## src/rtl/dsc_cache_reader.sv

```systemverilog
// Descriptor cache reader: tracks slots written into a small SRAM, reads them back in push order
// through a 2-cycle SRAM read pipe and presents them downstream through a 2-entry credit-managed buffer.
module dsc_cache_reader #(
    parameter int DSC_WIDTH = 88,
    parameter int SLOT_BITS = 2
) (
    input  logic                 CLK,
    input  logic                 RESET,
    input  logic                 FLUSH,
    input  logic                 WR_PUSH,
    output logic [SLOT_BITS-1:0] WR_SLOT,
    output logic                 WR_FULL,
    output logic                 OVF,
    output logic [SLOT_BITS-1:0] RAM_R_ADDR,
    output logic                 RAM_R_ADDR_EN,
    output logic                 RAM_R_DATA_EN,
    input  logic [DSC_WIDTH-1:0] RAM_R_DATA,
    output logic                 DSC_VALID,
    input  logic                 DSC_READY,
    output logic [DSC_WIDTH-1:0] DSC_DATA,
    output logic [SLOT_BITS-1:0] DSC_SLOT,
    output logic [SLOT_BITS:0]   COUNT
);

    localparam int PW = SLOT_BITS + 1;
    localparam logic [PW-1:0] DEPTH = PW'(2 ** SLOT_BITS);

    logic [PW-1:0]        wr_ptr_r, iss_ptr_r, free_ptr_r, count_s;
    logic                 ovf_r, full_s;
    logic                 s1_vld_r, s2_vld_r;
    logic [SLOT_BITS-1:0] s1_slot_r, s2_slot_r;
    logic [DSC_WIDTH-1:0] buf_data_r [2];
    logic [SLOT_BITS-1:0] buf_slot_r [2];
    logic                 buf_rd_r, buf_wr_r;
    logic [1:0]           buf_cnt_r, occ_s;
    logic                 push_ok_s, issue_s, pop_s, buf_push_s, buf_pop_s;

    // Occupancy, credit and handshake decisions from registered state.
    always_comb begin
        count_s   = wr_ptr_r - free_ptr_r;
        full_s    = (count_s == DEPTH);
        push_ok_s = WR_PUSH && !full_s;
        DSC_VALID = (buf_cnt_r != 2'd0) || s2_vld_r;
        pop_s     = DSC_VALID && DSC_READY;
        occ_s     = buf_cnt_r + {1'b0, s1_vld_r} + {1'b0, s2_vld_r};
        // A pop this cycle returns one credit, which is what lets the pipe stream at one per cycle.
        issue_s   = !FLUSH && (iss_ptr_r != wr_ptr_r) && ((occ_s < 2'd2) || pop_s);
        buf_pop_s  = pop_s && (buf_cnt_r != 2'd0);
        buf_push_s = s2_vld_r && !(pop_s && (buf_cnt_r == 2'd0));
    end

    // Head selection: buffered entry first, otherwise the descriptor arriving from the SRAM this cycle.
    always_comb begin
        if (buf_cnt_r != 2'd0) begin
            DSC_DATA = buf_data_r[buf_rd_r];
            DSC_SLOT = buf_slot_r[buf_rd_r];
        end else if (s2_vld_r) begin
            DSC_DATA = RAM_R_DATA;
            DSC_SLOT = s2_slot_r;
        end else begin
            DSC_DATA = {DSC_WIDTH{1'b0}};
            DSC_SLOT = {SLOT_BITS{1'b0}};
        end
    end

    assign WR_SLOT       = wr_ptr_r[SLOT_BITS-1:0];
    assign WR_FULL       = full_s;
    assign COUNT         = count_s;
    assign OVF           = ovf_r;
    assign RAM_R_ADDR    = iss_ptr_r[SLOT_BITS-1:0];
    assign RAM_R_ADDR_EN = issue_s;
    assign RAM_R_DATA_EN = s1_vld_r;

    // Pointers, read pipe and output buffer state.
    always_ff @(posedge CLK or posedge RESET) begin
        if (RESET) begin
            wr_ptr_r   <= {PW{1'b0}};
            iss_ptr_r  <= {PW{1'b0}};
            free_ptr_r <= {PW{1'b0}};
            ovf_r      <= 1'b0;
            s1_vld_r   <= 1'b0;
            s2_vld_r   <= 1'b0;
            s1_slot_r  <= {SLOT_BITS{1'b0}};
            s2_slot_r  <= {SLOT_BITS{1'b0}};
            buf_rd_r   <= 1'b0;
            buf_wr_r   <= 1'b0;
            buf_cnt_r  <= 2'd0;
            for (int i = 0; i < 2; i++) begin
                buf_data_r[i] <= {DSC_WIDTH{1'b0}};
                buf_slot_r[i] <= {SLOT_BITS{1'b0}};
            end
        end else begin
            if (WR_PUSH && full_s) begin
                ovf_r <= 1'b1;
            end else begin
                ovf_r <= ovf_r;
            end
            if (FLUSH) begin
                wr_ptr_r   <= {PW{1'b0}};
                iss_ptr_r  <= {PW{1'b0}};
                free_ptr_r <= {PW{1'b0}};
                s1_vld_r   <= 1'b0;
                s2_vld_r   <= 1'b0;
                buf_rd_r   <= 1'b0;
                buf_wr_r   <= 1'b0;
                buf_cnt_r  <= 2'd0;
            end else begin
                wr_ptr_r   <= wr_ptr_r + {{SLOT_BITS{1'b0}}, push_ok_s};
                iss_ptr_r  <= iss_ptr_r + {{SLOT_BITS{1'b0}}, issue_s};
                free_ptr_r <= free_ptr_r + {{SLOT_BITS{1'b0}}, pop_s};
                s1_vld_r   <= issue_s;
                s1_slot_r  <= iss_ptr_r[SLOT_BITS-1:0];
                s2_vld_r   <= s1_vld_r;
                s2_slot_r  <= s1_slot_r;
                if (buf_push_s) begin
                    buf_data_r[buf_wr_r] <= RAM_R_DATA;
                    buf_slot_r[buf_wr_r] <= s2_slot_r;
                    buf_wr_r             <= ~buf_wr_r;
                end else begin
                    buf_wr_r <= buf_wr_r;
                end
                if (buf_pop_s) begin
                    buf_rd_r <= ~buf_rd_r;
                end else begin
                    buf_rd_r <= buf_rd_r;
                end
                buf_cnt_r <= buf_cnt_r + {1'b0, buf_push_s} - {1'b0, buf_pop_s};
            end
        end
    end

endmodule

```

## config.mk

```make
export PLATFORM = sky130hd
export DESIGN_NAME = dsc_cache_reader
export DESIGN_NICKNAME = d
export VERILOG_FILES = /design/src/rtl/dsc_cache_reader.sv
export SDC_FILE = /design/constraint.sdc
export NUM_CORES = 1
export LEC_CHECK = 0
export ABC_AREA = 1
export BUFFER_PORTS_ARGS = -buffer_cell sky130_fd_sc_hd__clkbuf_2
export CORE_ASPECT_RATIO = 1.25
export CORE_MARGIN = 2
export CORE_UTILIZATION = 50
export CTS_CLUSTER_DIAMETER = 40
export DETAILED_ROUTE_END_ITERATION = 8
export PLACE_DENSITY = 0.77
export SYNTH_ARGS = -nofsm -noshare
export SYNTH_HDL_FRONTEND = slang
export SYNTH_SLANG_ARGS = --single-unit
```

## constraint.sdc

```tcl
create_clock -name CLK -period 5.4 [get_ports CLK]
set_input_delay 0 -clock CLK [delete_from_list [all_inputs] [get_ports CLK]]
set_output_delay 0 -clock CLK [all_outputs]
set_load 0.02 [all_outputs]
```

==> results of run 1 <==
-- routing by layer --
| metal | part of all wire | routed length [µm] |
|---|---|---|
| met5 | 0 | 0 |
| met4 | 0.031 | 740 |
| met3 | 0.048 | 1140 |
| met2 | 0.49 | 11700 |
| met1 | 0.43 | 10200 |
-- area by class of cell --
class                      instances  share of cell area
tap                              232              0.0242
multi-input combinational        802               0.305
sequential                       200               0.418
inverter                         120              0.0379
timing repair buffer             295               0.164
clock buffer                      18              0.0358
clock inverter                    14              0.0155
-- critical path, stage by stage, from the launching register on --
cell and delay [ns]:
dfrtp_4 1.15, inv_2 0.60, buf_4 0.46, o21ai_0 0.24, o21ai_0 0.16, clkbuf_2 0.20
-- synthesized netlist by cell type, types with 2 or more instances --
library cell,instances
nand3_4,2
o21ai_1,27
nand2_1,212
a21oi_1,2
buf_1,7
xnor2_1,4
buf_2,4
clkbuf_1,37
nor2_1,198
dfrtp_1,200
inv_1,120
buf_6,22
buf_4,11
ha_1,10
o21ai_0,336
nand3_1,3
-- where the power goes --
part           leakage (µW)  internal (µW)  total, µW  switching [µW]
Clock              0.000288            743       1330             585
Combinational       0.00319            805       2350            1540
Sequential          0.00264           1980       2320             342
Total               0.00613           3530       6000            2470
-- worst paths after layout --
kind	slack, ns	start	end	cells after the start
setup / recovery	2.13	buf_rd_r	DSC_DATA[8]	5
hold / removal	0.03	DSC_READY	buf_wr_r	5
setup reg to reg	2.43	buf_cnt_r[1]	buf_data_r[43]	6
hold reg to reg	0.48	buf_data_r[69]	buf_data_r[69]	2
max in group asynchronous	3.91	RESET	s2_slot_r[0]	4
min in group asynchronous	0.16	RESET	buf_data_r[140]	3
-- state kept, by name, indices dropped and copies added (netlist names), 2 cells and up --
name and cells:
iss_ptr_r 3, buf_cnt_r 2, s1_slot_r 2, free_ptr_r 3
buf_data_r 176, wr_ptr_r 3, s2_slot_r 2, buf_slot_r 4
-- timing repair --
action | CTS | global route
endpoints found under the hold margin | 205 | 0
setup buffers | 0 | 0
hold buffers | 91 | 0
-- per-stage QoR --
stage / power (µW) / cell area (µm²) / std cells / hold WS (ns)
finish: 6000 / 12000 / 1681 / 0.0299
detailed placement: 4640 / 10500 / 1558 / 0.0549
global route: 6450 / 12000 / 1681 / 0.0692
CTS: 6020 / 12000 / 1681 / 0.0150
floorplan: 3960 / 9640 / 1204 / 0.151
global placement: 4570 / 10500 / 1558 / 0.0551
-- logic make-up after synthesis --
family,synth area share
buf+inv,0.101
compound gates,0.191
flops,0.520
simple gates,0.169
xor+xnor,0.00455
fa+ha+maj,0.0151
==> results.json, run 1 <==
{
  "clk_latency_ns": 0.43,
  "synthTopCellsByArea": "dfrtp_1 (52%), o21ai_0 (17%), nand2_1 (8.3%)",
  "gp_congestion": 0.771,
  "cp.arrival_ns": 3.27,
  "min_period_ns": 3.27,
  "worst_setup_path_end_kind": "output pin",
  "port-buffer-count": 194,
  "met1_usage": 0.309,
  "cts_buffer_depth": 2,
  "post_drt_via_cell_ratio": 5.18,
  "die_w_um": 128,
  "htreeDepth": 4,
  "fill_cells": 1560,
  "synth_top_area_cell": "dfrtp_1",
  "drt-initial-drc-count": 752,
  "status": "finished, final reports clean",
  "multiInputGateArea_mm2": 0.00366,
  "yosysUniqueCellTypes": 25,
  "first_pass_iters": 5,
  "cts_sinks": 200,
  "syn_area_mm2": 0.00963,
  "utilization": 0.636,
  "vias": 8706,
  "synth-main-ff-cell": "dfrtp_1",
  "cts.reportedPaths.clkPinSlew_ns": 0.07,
  "peakVddDrop_mv": 0.291,
  "cts-resized-gates": 0,
  "start_kind": "flop",
  "synthToLayoutAreaGrowth_pct": 24.6,
  "hold_path.class": "input port to flop",
  "grtUsageMet2": 0.394,
  "maxSlewViolCount": 0,
  "cp_max_fo": 93,
  "drive_above_1_share": 0.169,
  "grt_max_degree": 182,
  "grt_pass1_wl_um": 39900,
  "diodes": 0,
  "grt_pass1_vias": 8396,
  "max_freq_ghz": 0.306,
  "initial_core_util": 0.511,
  "final_common_cell": "o21ai_0",
  "row_count": 56,
  "synth_nets": 1308,
  "crit_type": "flop to output pin",
  "fin_crit_sh": 0.605,
  "max-cap-violations": 0,
  "ys_warn_count": 0,
  "synth_edf_count": 0,
  "antenna_found_initial": 0,
  "ys_seq_area_frac": 0.520,
  "skew_ns": 0.0100,
  "cts_tree": "built",
  "max-slew-margin-rel": 0.251,
  "dp_hpwl_um": 14100,
  "io_pins": 195,
  "root_buffer": "clkbuf_16",
  "die-height_um": 159,
  "core_region_area_mm2": 0.0188,
  "drc_errors": 0,
  "synthArstFlopShare": 1.00,
  "grt_use_total": 0.239,
  "setup_viol": 0,
  "rsz0062_at_grt": "no",
  "hold_violations": 0,
  "fin_tns_setup_ns": 0,
  "drtAntennaViolNets": 0,
  "syn_area_per_cell_um2": 8.00,
  "ys_seq_elements": 200,
  "overflow": 0,
  "routed_wl_um": 23800,
  "synth_top_area_frac": 0.520,
  "regArea_mm2": 0.00501,
  "leakage_uw": 0.00613,
  "critPathRequiredTime_ns": 5.40,
  "tightestPinTransition_ns": 1.12,
  "netlist_instances": 1204,
  "dpl_worst_slack_ns": 2.46,
  "die-area_mm2": 0.0204,
  "power_density_mw_per_mm2": 500,
  "cts_buffers": 17,
  "final_cell_mix": "o21ai_0 (336), nand2_1 (211), dfrtp_1 (199), nor2_1 (198), clkbuf_2 (194)",
  "use_met3": 0.0433,
  "top_usage_layer": "met2",
  "wl_per_cell_um": 14.1,
  "fin_ws_ns": 2.13,
  "fin_nets": 1540
}
(Power assumes the default switching activity.)
==> run 2, diff against run 1 <==
==> constraint.sdc (replaced) <==
create_clock -name CLK -period 2.6 [get_ports CLK]
set_input_delay 0 -clock CLK [delete_from_list [all_inputs] [get_ports CLK]]
set_output_delay 0 -clock CLK [all_outputs]
set_load 0.02 [all_outputs]
==> run 2 against run 1 <==
Compared with the run above: hold slack better by 0.12 ns; die area unchanged; largest power group unchanged; power up 110%; cell count up 0.42%.
==> results.json, run 2 (synthesized netlist as in run 1, its figures left out) <==
{
  "core_region_area_mm2": 0.0188,
  "drt-initial-drc-count": 643,
  "fill_cells": 1606,
  "grt_use_total": 0.237,
  "worst_setup_path_end_kind": "output pin",
  "status": "finished, final reports clean",
  "final_cell_mix": "o21ai_0 (336), nand2_1 (211), dfrtp_1 (199), nor2_1 (198), clkbuf_2 (194)",
  "max-slew-margin-rel": 0.400,
  "grt_pass1_vias": 8410,
  "regArea_mm2": 0.00501,
  "stdcell_count": 1688,
  "cts_tree": "built",
  "fin_tns_setup_ns": 0,
  "dp.cells": 1564,
  "regMostFlops": "buf_data_r",
  "gp_congestion": 0.773,
  "die-height_um": 159,
  "max_freq_ghz": 0.436,
  "rr_endpoint": "wr_ptr_r[2]",
  "r2r_setup_slack_ns": 0.42,
  "post_cts_buffers": 0,
  "skew_ns": 0.0122,
  "hold_path.class": "input port to asynchronous set/reset pin",
  "max-cap-violations": 0,
  "grt_pass1_wl_um": 39400,
  "wl_per_cell_um": 13.9,
  "peakVddDrop_mv": 0.520,
  "fin_crit_sh": 0.883,
  "tightestPinTransition_ns": 0.899,
  "rsz0062_at_grt": "no",
  "root_buffer": "clkbuf_16",
  "largestRegisters": "buf_data_r: 176 flops, buf_slot_r: 4 flops",
  "post_drt_via_cell_ratio": 5.14,
  "overflow": 0,
  "start_kind": "flop",
  "initial_core_util": 0.511,
  "grt_max_degree": 91,
  "fin_nets": 1547,
  "crit_type": "flop to output pin",
  "dp_hpwl_um": 13900,
  "routed_wl_um": 23500,
  "drtAntennaViolNets": 0,
  "clk_latency_ns": 0.44,
  "io_pins": 195,
  "min_period_ns": 2.30,
  "die-area_mm2": 0.0204,
  "htreeDepth": 4,
  "critPathRequiredTime_ns": 2.60,
  "drive_above_1_share": 0.173,
  "cp_max_fo": 90,
  "power_density_mw_per_mm2": 1020,
  "largest_reg_flops": 176,
  "drc_errors": 0,
  "diodes": 0,
  "first_pass_iters": 5,
  "row_count": 56,
  "cts_buffers": 17,
  "cts.reportedPaths.clkPinSlew_ns": 0.07,
  "cts-resized-gates": 0,
  "hold_buffers": 92,
  "antenna_found_initial": 0,
  "synthToLayoutAreaGrowth_pct": 26.0,
  "hold_violations": 0,
  "reg2reg_depth": 12,
  "leakage_uw": 0.00621,
  "cts_sinks": 200,
  "multiInputGateArea_mm2": 0.00366,
  "cts_buffer_depth": 2,
  "cp.arrival_ns": 2.30,
  "maxSlewViolCount": 0,
  "port-buffer-count": 194,
  "setup_viol": 0,
  "die_w_um": 128,
  "final_common_cell": "o21ai_0",
  "r2r_start": "wr_ptr_r[0]",
  "utilization": 0.644,
  "vias": 8682
}
-- run 2: changes by cell type in the layout (fill, tap and decap cells not counted), sizes merged --
cell | before | now
buf | 10 | 16
bufinv | 3 | 1
clkinv | 1 | 7
clkinvlp | 5 | 2
dlygate4sd3 | 91 | 92
inv | 125 | 124
-- run 2: cell type report --
cell class / count / share of cell area
Tap cell: 232 / 0.0239
Timing Repair Buffer: 302 / 0.177
Inverter: 120 / 0.0374
Sequential cell: 200 / 0.413
Multi-Input combinational cell: 802 / 0.301
Clock buffer: 18 / 0.0362
Clock inverter: 14 / 0.0114
-- run 2: layer usage --
metal / part of all wire / track usage / routed length, µm / up-vias
met3: 0.049 / 0.0346 / 1160 / 56
li1: - / - / - / 4310
met2: 0.50 / 0.399 / 11700 / 273
met4: 0.032 / 0.112 / 763 / 0
met5: 0 / 0 / 0 / -
met1: 0.42 / 0.300 / 9860 / 4043
-- run 2: stage by stage --
stage	hold WS [ns]	total power, µW	instance area, µm²	setup WS, ns
final	0.147	12400	12100	0.305
after global routing	0.181	13300	12100	0.196
after CTS	0.147	12500	12100	0.295
after detailed placement	0.0585	9720	10600	0.448
after global placement	0.0591	9580	10600	0.505
after floorplan	0.151	8220	9640	0.0117
-- run 2: worst max-delay path, cell delays in order (launching register included) --
cell and delay, ns:
dfrtp_1 0.45, nor2_4 0.10, nand2_2 0.06, buf_4 0.71, o21ai_0 0.30, clkbuf_2 0.23
-- run 2: worst max path at each step --
stage | startpoint | end | slack (ns) | cells after the start
floorplan | RESET | OVF | 0.01 | 1
global placement | wr_ptr_r[0] | wr_ptr_r[2] | 0.50 | 12
detailed placement | wr_ptr_r[0] | wr_ptr_r[2] | 0.45 | 12
CTS | buf_cnt_r[1] | DSC_DATA[20] | 0.29 | 5
global route | buf_cnt_r[1] | DSC_DATA[43] | 0.20 | 6
finish | buf_cnt_r[1] | DSC_DATA[20] | 0.30 | 5
-- run 2: where the power goes --
part / total, µW / internal, µW / leakage [µW] / switching [µW]
logic: 5090 / 1740 / 0.00328 / 3350
clock network: 2590 / 1370 / 0.000286 / 1220
registers: 4690 / 4120 / 0.00264 / 579
total: 12400 / 7230 / 0.00621 / 5150
